### config.mk
export PLATFORM = sky130hd
export DESIGN_NAME = gtech_rst_sync_stretch_flat
export DESIGN_NICKNAME = d
export VERILOG_FILES = /design/src/rtl/gtech_rst_sync_stretch_if.sv /design/src/rtl/gtech_rst_sync_stretch.sv /design/src/flat_wrapper.sv
export SDC_FILE = /design/constraint.sdc
export NUM_CORES = 1
export LEC_CHECK = 0
export CORE_MARGIN = 5
export CORE_UTILIZATION = 30
export CTS_CLUSTER_DIAMETER = 40
export DETAILED_ROUTE_END_ITERATION = 10
export PLACE_DENSITY = 0.56
export SYNTH_ARGS = -nofsm -noshare
export SYNTH_HDL_FRONTEND = slang
export SYNTH_SLANG_ARGS = --single-unit
### constraint.sdc
create_clock -name CP -period 2 [get_ports CP]
set_clock_uncertainty 0.1 [all_clocks]
set_input_delay 0.2 -clock CP [delete_from_list [all_inputs] [get_ports CP]]
set_output_delay 0.2 -clock CP [all_outputs]
set_load 0.05 [all_outputs]
### src/rtl/gtech_rst_sync_stretch_if.sv
// gtech_rst_sync_stretch_if
//   Groups the soft-reset request and the conditioned reset outputs of
//   gtech_rst_sync_stretch. The clock (CP) and raw reset (CD) are not part of
//   this bundle; they stay plain ports on the module.
//
//   Signals:
//     SR        soft-reset request, synchronous to CP, active-high
//     RN        conditioned reset, active-low, driven straight from a flop
//     RDY       one-cycle pulse on the edge RN deasserts
//     BUSY      high whenever the conditioner is not in RUN
//     state_dbg current FSM state (HOLD=0, COUNT=1, RUN=2), for observation
//
//   Handshake: SR is sampled on every rising CP edge; there is no ready/valid
//   exchange. RDY is the only completion indication: it is high for exactly
//   the one cycle that follows the edge on which RN rose.
//
//   Modports:
//     master  the requester side (drives SR, observes the rest)
//     slave   the conditioner side (samples SR, drives the rest)
interface gtech_rst_sync_stretch_if;
  logic       SR;
  logic       RN;
  logic       RDY;
  logic       BUSY;
  logic [1:0] state_dbg;

  modport master (
    output SR,
    input  RN,
    input  RDY,
    input  BUSY,
    input  state_dbg
  );

  modport slave (
    input  SR,
    output RN,
    output RDY,
    output BUSY,
    output state_dbg
  );
endinterface

### src/rtl/gtech_rst_sync_stretch.sv
// gtech_rst_sync_stretch
//   Reset conditioner for the CP domain. A raw asynchronous active-low reset
//   (CD) is turned into a clean active-low reset (RN) that asserts
//   immediately and releases synchronously, STRETCH edges after the
//   synchronized release. A synchronous soft-reset request (SR) restarts the
//   stretch without disturbing the synchronizer.
//
//   Parameters:
//     SYNC_STAGES  synchronizer flop count (>= 2)
//     STRETCH      CP edges RN is held low after synchronized release (>= 1)
//
//   Ports:
//     CP  input   clock, rising edge
//     CD  input   raw reset, asynchronous, active-low
//     rs  slave   SR in; RN, RDY, BUSY, state_dbg out
module gtech_rst_sync_stretch #(
  parameter int SYNC_STAGES = 2,
  parameter int STRETCH     = 4
) (
  input  logic                    CP,
  input  logic                    CD,
  gtech_rst_sync_stretch_if.slave rs
);

  localparam int CNT_W = (STRETCH + 1 > 2) ? $clog2(STRETCH + 1) : 1;
  localparam logic [CNT_W-1:0] CNT_LAST = CNT_W'(STRETCH - 1);

  typedef enum logic [1:0] {
    HOLD  = 2'd0,
    COUNT = 2'd1,
    RUN   = 2'd2
  } state_t;

  logic [SYNC_STAGES-1:0] sync_q;
  logic                   sync_out;

  state_t                 state_q, state_d;
  logic [CNT_W-1:0]       cnt_q, cnt_d;
  logic                   rn_q, rn_d;
  logic                   rdy_q, rdy_d;

  // The first stage's D is tied high: after CD releases, a 1 simply ripples
  // through the chain. SR deliberately has no effect here.
  always_ff @(posedge CP or negedge CD) begin
    if (!CD) begin
      sync_q <= '0;
    end else begin
      sync_q <= {sync_q[SYNC_STAGES-2:0], 1'b1};
    end
  end

  assign sync_out = sync_q[SYNC_STAGES-1];

  always_ff @(posedge CP or negedge CD) begin
    if (!CD) begin
      state_q <= HOLD;
      cnt_q   <= '0;
      rn_q    <= 1'b0;
      rdy_q   <= 1'b0;
    end else begin
      state_q <= state_d;
      cnt_q   <= cnt_d;
      rn_q    <= rn_d;
      rdy_q   <= rdy_d;
    end
  end

  // RDY defaults low so it can only be high for the single cycle after the
  // COUNT->RUN edge. SR overrides everything, including the terminal count.
  always_comb begin
    state_d = state_q;
    cnt_d   = cnt_q;
    rn_d    = rn_q;
    rdy_d   = 1'b0;

    if (rs.SR) begin
      state_d = HOLD;
      cnt_d   = '0;
      rn_d    = 1'b0;
    end else begin
      unique case (state_q)
        HOLD: begin
          rn_d = 1'b0;
          if (sync_out) begin
            state_d = COUNT;
            cnt_d   = '0;
          end
        end
        COUNT: begin
          rn_d = 1'b0;
          if (cnt_q == CNT_LAST) begin
            // cnt is left at its terminal value; it never goes beyond it.
            state_d = RUN;
            rn_d    = 1'b1;
            rdy_d   = 1'b1;
          end else begin
            cnt_d = cnt_q + CNT_W'(1);
          end
        end
        RUN: begin
          rn_d = 1'b1;
        end
        default: begin
          state_d = HOLD;
          cnt_d   = '0;
          rn_d    = 1'b0;
        end
      endcase
    end
  end

  assign rs.RN        = rn_q;
  assign rs.RDY       = rdy_q;
  assign rs.BUSY      = (state_q != RUN);
  assign rs.state_dbg = state_q;

endmodule
### src/flat_wrapper.sv
// flat-port wrapper written by rule: the top's interface ports become plain ports
module gtech_rst_sync_stretch_flat 
#(
  parameter int SYNC_STAGES = 2,
  parameter int STRETCH     = 4
)
  (CP, CD, rs_SR, rs_RN, rs_RDY, rs_BUSY, rs_state_dbg);
  gtech_rst_sync_stretch_if rs_i ();
  input  logic CP;
  input  logic CD;
  input wire logic [$bits(rs_i.SR)-1:0] rs_SR;
  output wire logic [$bits(rs_i.RN)-1:0] rs_RN;
  output wire logic [$bits(rs_i.RDY)-1:0] rs_RDY;
  output wire logic [$bits(rs_i.BUSY)-1:0] rs_BUSY;
  output wire logic [$bits(rs_i.state_dbg)-1:0] rs_state_dbg;
  assign rs_i.SR = rs_SR;
  assign rs_RN = rs_i.RN;
  assign rs_RDY = rs_i.RDY;
  assign rs_BUSY = rs_i.BUSY;
  assign rs_state_dbg = rs_i.state_dbg;
  gtech_rst_sync_stretch #(.SYNC_STAGES(SYNC_STAGES), .STRETCH(STRETCH)) u_core (.CP(CP), .CD(CD), .rs(rs_i));
endmodule
Word-level counts from Yosys, hierarchy flattened
Index checks and enable logic that the tools add are counted.
{ "word_totals": {"regBits": 9, "inputBits": 3} }
{ "classes": {"mux": 13, "n_eq_ne": 8, "reduce_logical": 3, "add_sub_neg": 1} }
{ "ops": {"columns": ["cell", "count"], "rows": [
  ["3-bit two-way mux", 3],
  ["3-bit one-hot mux with 3 select lines", 1],
  ["2-bit two-way mux", 3],
  ["3-bit by 2-bit inequality test with 1-bit output (second input constant)", 2],
  ["2-bit one-hot mux with 3 select lines", 1],
  ["3-bit AND reduction", 2],
  ["1-bit two-way mux", 4],
  ["2-bit inequality test (second input constant)", 2],
  ["3-bit by 1-bit adder with 3-bit output (second input constant)", 1],
  ["3-bit by 2-bit equality test with 1-bit output (second input constant)", 1],
  ["3-bit inequality test (second input constant)", 1],
  ["2-bit by 1-bit equality test with 1-bit output (second input constant)", 1],
  ["2-bit equality test (second input constant)", 1],
  ["2-bit zero test", 1],
  ["1-bit one-hot mux with 2 select lines", 1]
]} }

Logic depth before layout (Yosys ltp)
{ "depth": {"depth_word": 4, "ltp_mapped": 5, "mapped_depth_nobuf": 5} }

Least setup slack after synthesis
Ideal clock, no wire load.
{ "synth_timing": {"path_type": "register to register", "from": "reg u_core.state_q[0] (netlist: u_core.rs.state_dbg[0])", "to": "reg u_core.state_q[0] (netlist: u_core.rs.state_dbg[0])", "synth_period_minus_slack_ps": 1893, "stages_incl_launch_ff": 6, "setup_time_ps": 78, "arrival_ps": 1716, "path_slack_ps": 107, "path_cell_list": "dfrtp_1 inv_1 ha_1 nor2b_4 or4b_1 a21oi_1"} }
{ "synth_via": {"elab_chain_len": 3} }
{ "synth_rtl": {"columns": ["item", "line", "text"], "rows": [
  ["start, declared", "gtech_rst_sync_stretch.sv:37", "state_t state_q, state_d;"],
  ["start signal, assigned", "gtech_rst_sync_stretch.sv:61", "state_q <= state_d;"],
  ["2-bit by 1-bit equality test with 1-bit output (tied with other cells)", "gtech_rst_sync_stretch.sv:81", "unique case (state_q)"],
  ["3-bit by 2-bit inequality test with 1-bit output (no line) (tied with other cells)", null, null],
  ["3-bit AND reduction (no line) or 2-bit two-way mux (tied branches)", null, null]
]} }
Several ways; a longest one is shown, not always the timed one.
A chain may end at the register's enable or synchronous reset.

Worst setup path in the final report
{ "layout_timing": {"from": "reg u_core.state_q[0] (netlist: u_core.rs.state_dbg[0])", "to": "out rs_state_dbg[0]"} }
{ "layout_rtl": {"columns": ["item", "line", "text"], "rows": [
  ["end, declared", "flat_wrapper.sv:15", "output wire logic [$bits(rs_i.state_dbg)-1:0] rs_state_dbg;"]
]} }
No word-level cell between the ends.

==> out/metrics.yaml <==
status: "completed"
required_ns: 1.70
slowest_delay_ns: 0.82
portBuffers: 7
pwr-share-comb_pct: 19.4
wl_per_cell_um: 12.13
pwr-share-seq_pct: 47.2
cts_num_sinks: 9
clock_path_buffers: 2
p_sw_share_pct: 27.40
layout_min_cycle_time_ns: 1.787
p_leak_nw: 0.2564
yosys_register_bits: 9
power_density_nw_per_um2: 699.2
cap_viol_max_count: 0
synth_fa_ha_area_share_pct: 13.23
cts.clk_slew.worst_paths_ns: 0.06
start_util_pct: 31.40
power.switching_uw: 114.1
cts_tree: "done"
slew_violations: 0
post_cts_resized: 0
drcViolationCount: 0
cts_hold_buf: 0
timing.setup.tns_ns: 0
period_share_pct: 89.34
placed_cells: 65
crit_path_start_kind: "flip-flop"
synth_mux_area_share_pct: 0
die_w_um: 49.71
grt_pass1_vias: 329
syn-num-nets: 51
dieArea_um2: 2471
synth-compound-area-share_pct: 12.43
num-fill-cells: 149
dpl_cell_area_um2: 569.3
hold_viol_final: 0
min-delay-path-class: "in2async"
synthXorXnorAreaFrac_pct: 0
diodes: 0
ys_seq_area_share_pct: 47.62
num_rows: 14
synth_top_family_by_area: "simple AND/OR/NAND/NOR gates"
async_reset_ff_share_pct: 100.0
viasPerCell: 4.899
setup_viol: 0
critPathSlowestCell: "clkdlybuf4s50_1"
clkPwrFrac_pct: 33.4
syn-mean-instance-area_um2: 11.00
wl_um: 837
fin_cells: 69
crit_path_end_kind: "primary output"
clk_latency_ns: 0.26
grt_pass1_wl_mm: 1.504
p_int_uw: 302.3
dieHeight_um: 49.71
path_cells: "clkdlybuf4s50_1"
netlist.area_leader.share_pct: 47.62
ant_nets: 0
criticalPathCategory: "reg2out"
fmax_mhz: 559.7
power.total_uw: 416.4
grt-ovfl-total: 0
grt_start_max_net_pins: 11
synth_area_um2: 473.0
postLayoutCellArea_um2: 595.6
synth_flop_cell: "dfrtp_1"
post-synth-top-area-cell: "dfrtp_1"
synth_edf_count: 0
dpl.hpwl_um: 622.1
peakVddDrop_uv: 256.5
post_cts_buffers: 0
fin_util_pct: 39.53
ctsHtreeMaxLevel: 1
path_max_fanout: 4
place_congestion: 0.7109
antenna_found_initial: 0
drtPass1Iterations: 1
synth.distinct_cells: 17
drtIter0Drc: 0
netlist_instances: 43
cts_made_buffers: 3
root_buffer: "clkbuf_4"
critPathBufInv: 1
core_area_um2: 1506
yosys.area_share.simple_pct: 21.16
drive_gt1_share_pct: 13.21
grt_setup_unrepaired: "false"
yosys_warnings: 0
cp_top_family: "buffers and inverters"
vias: 338
arrival_ns: 1.49
grt_usage_pct: 8.478
num-nets-final: 62
ios: 8
area_growth_pct: 25.93
synth_area_leaders: "dfrtp_1 48%, ha_1 13%, nor2b_4 5.8%"
## final timing paths
kind	start	slack, ns	cells after the start	end
max	u_core.rs.state_dbg[0]	0.21	1	rs_state_dbg[0]
min	CD	0.13	1	u_core.cnt_q[2]
max reg2reg	u_core.cnt_q[0]	0.30	5	u_core.cnt_q[1]
min reg2reg	u_core.sync_q[0]	0.25	0	u_core.sync_q[1]
max in group asynchronous	CD	1.38	1	u_core.rs.RN
min in group CP	u_core.sync_q[0]	0.25	0	u_core.sync_q[1]
## state kept, by name (all words and copies together), names as in the netlist
signal,cells
u_core.cnt_q,3
u_core.rs.RN,1
u_core.sync_q,2
u_core.rs.state_dbg,2
u_core.rs.RDY,1
## power by group through the flow
stage,Combinational [mW],Clock (mW),Sequential (mW)
finish,0.0806,0.139,0.197
global route,0.0896,0.159,0.197
CTS,0.0810,0.145,0.196
detailed placement,0.0800,0,0.200
global placement,0.0808,0,0.199
floorplan,0.0469,0,0.210
## layer usage
layer	global-route usage, %	vias up	wire [um]
met3	5.723	2	54
li1	-	170	-
met1	9.982	160	400
met2	11.02	6	367
met4	5.240	0	14
met5	0	-	0
## logic make-up after synthesis
kind of cell	Yosys count
AND/OR/NAND/NOR	14
flip-flops	9
AO/OA/AOI/OAI	8
buffers and inverters	6
adder cells (fa/ha/maj)	5
other	1
## placed cells by master, fill, tap and decap left out, drive strengths merged
master	netlist	routed
a21oi	2	2
nand2b	3	3
buf	0	1
conb	1	1
nor3	1	1
or4b	1	1
nor2	2	2
inv	5	5
o31ai	1	1
clkbuf	1	4
nand2	2	2
a211oi	2	2
dfrtp	9	9
nor2b	2	2
or2	1	1
clkdlybuf4s50	0	6
o32ai	3	3
or3b	2	2
ha	5	5
## metrics by stage
stage                     setup WS (ns)  hold slack (ns)
final                            0.2133           0.1315
after global routing             0.1803           0.1645
after CTS                        0.2008           0.1432
after detailed placement         0.3246           0.2379
after global placement           0.3263           0.2348
after floorplan                  0.1067          -0.1956
## cell usage after synthesis (all sizes together) (2+ instances only)
cell / instances
dfrtp: 9
ha: 5
inv: 5
nand2b: 3
o32ai: 3
a211oi: 2
a21oi: 2
nand2: 2
nor2: 2
nor2b: 2
or3b: 2
## final cells by class
class                           count  area (um2)  area share, %
Tap cell                           16       20.02          3.361
Inverter                            5       18.77          3.151
Sequential cell                     9       225.2          37.82
Clock buffer                        4       26.28          4.412
Timing Repair Buffer                7       80.08          13.45
Multi-Input combinational cell     28       225.2          37.82
Power figures use the tool's default switching activity.
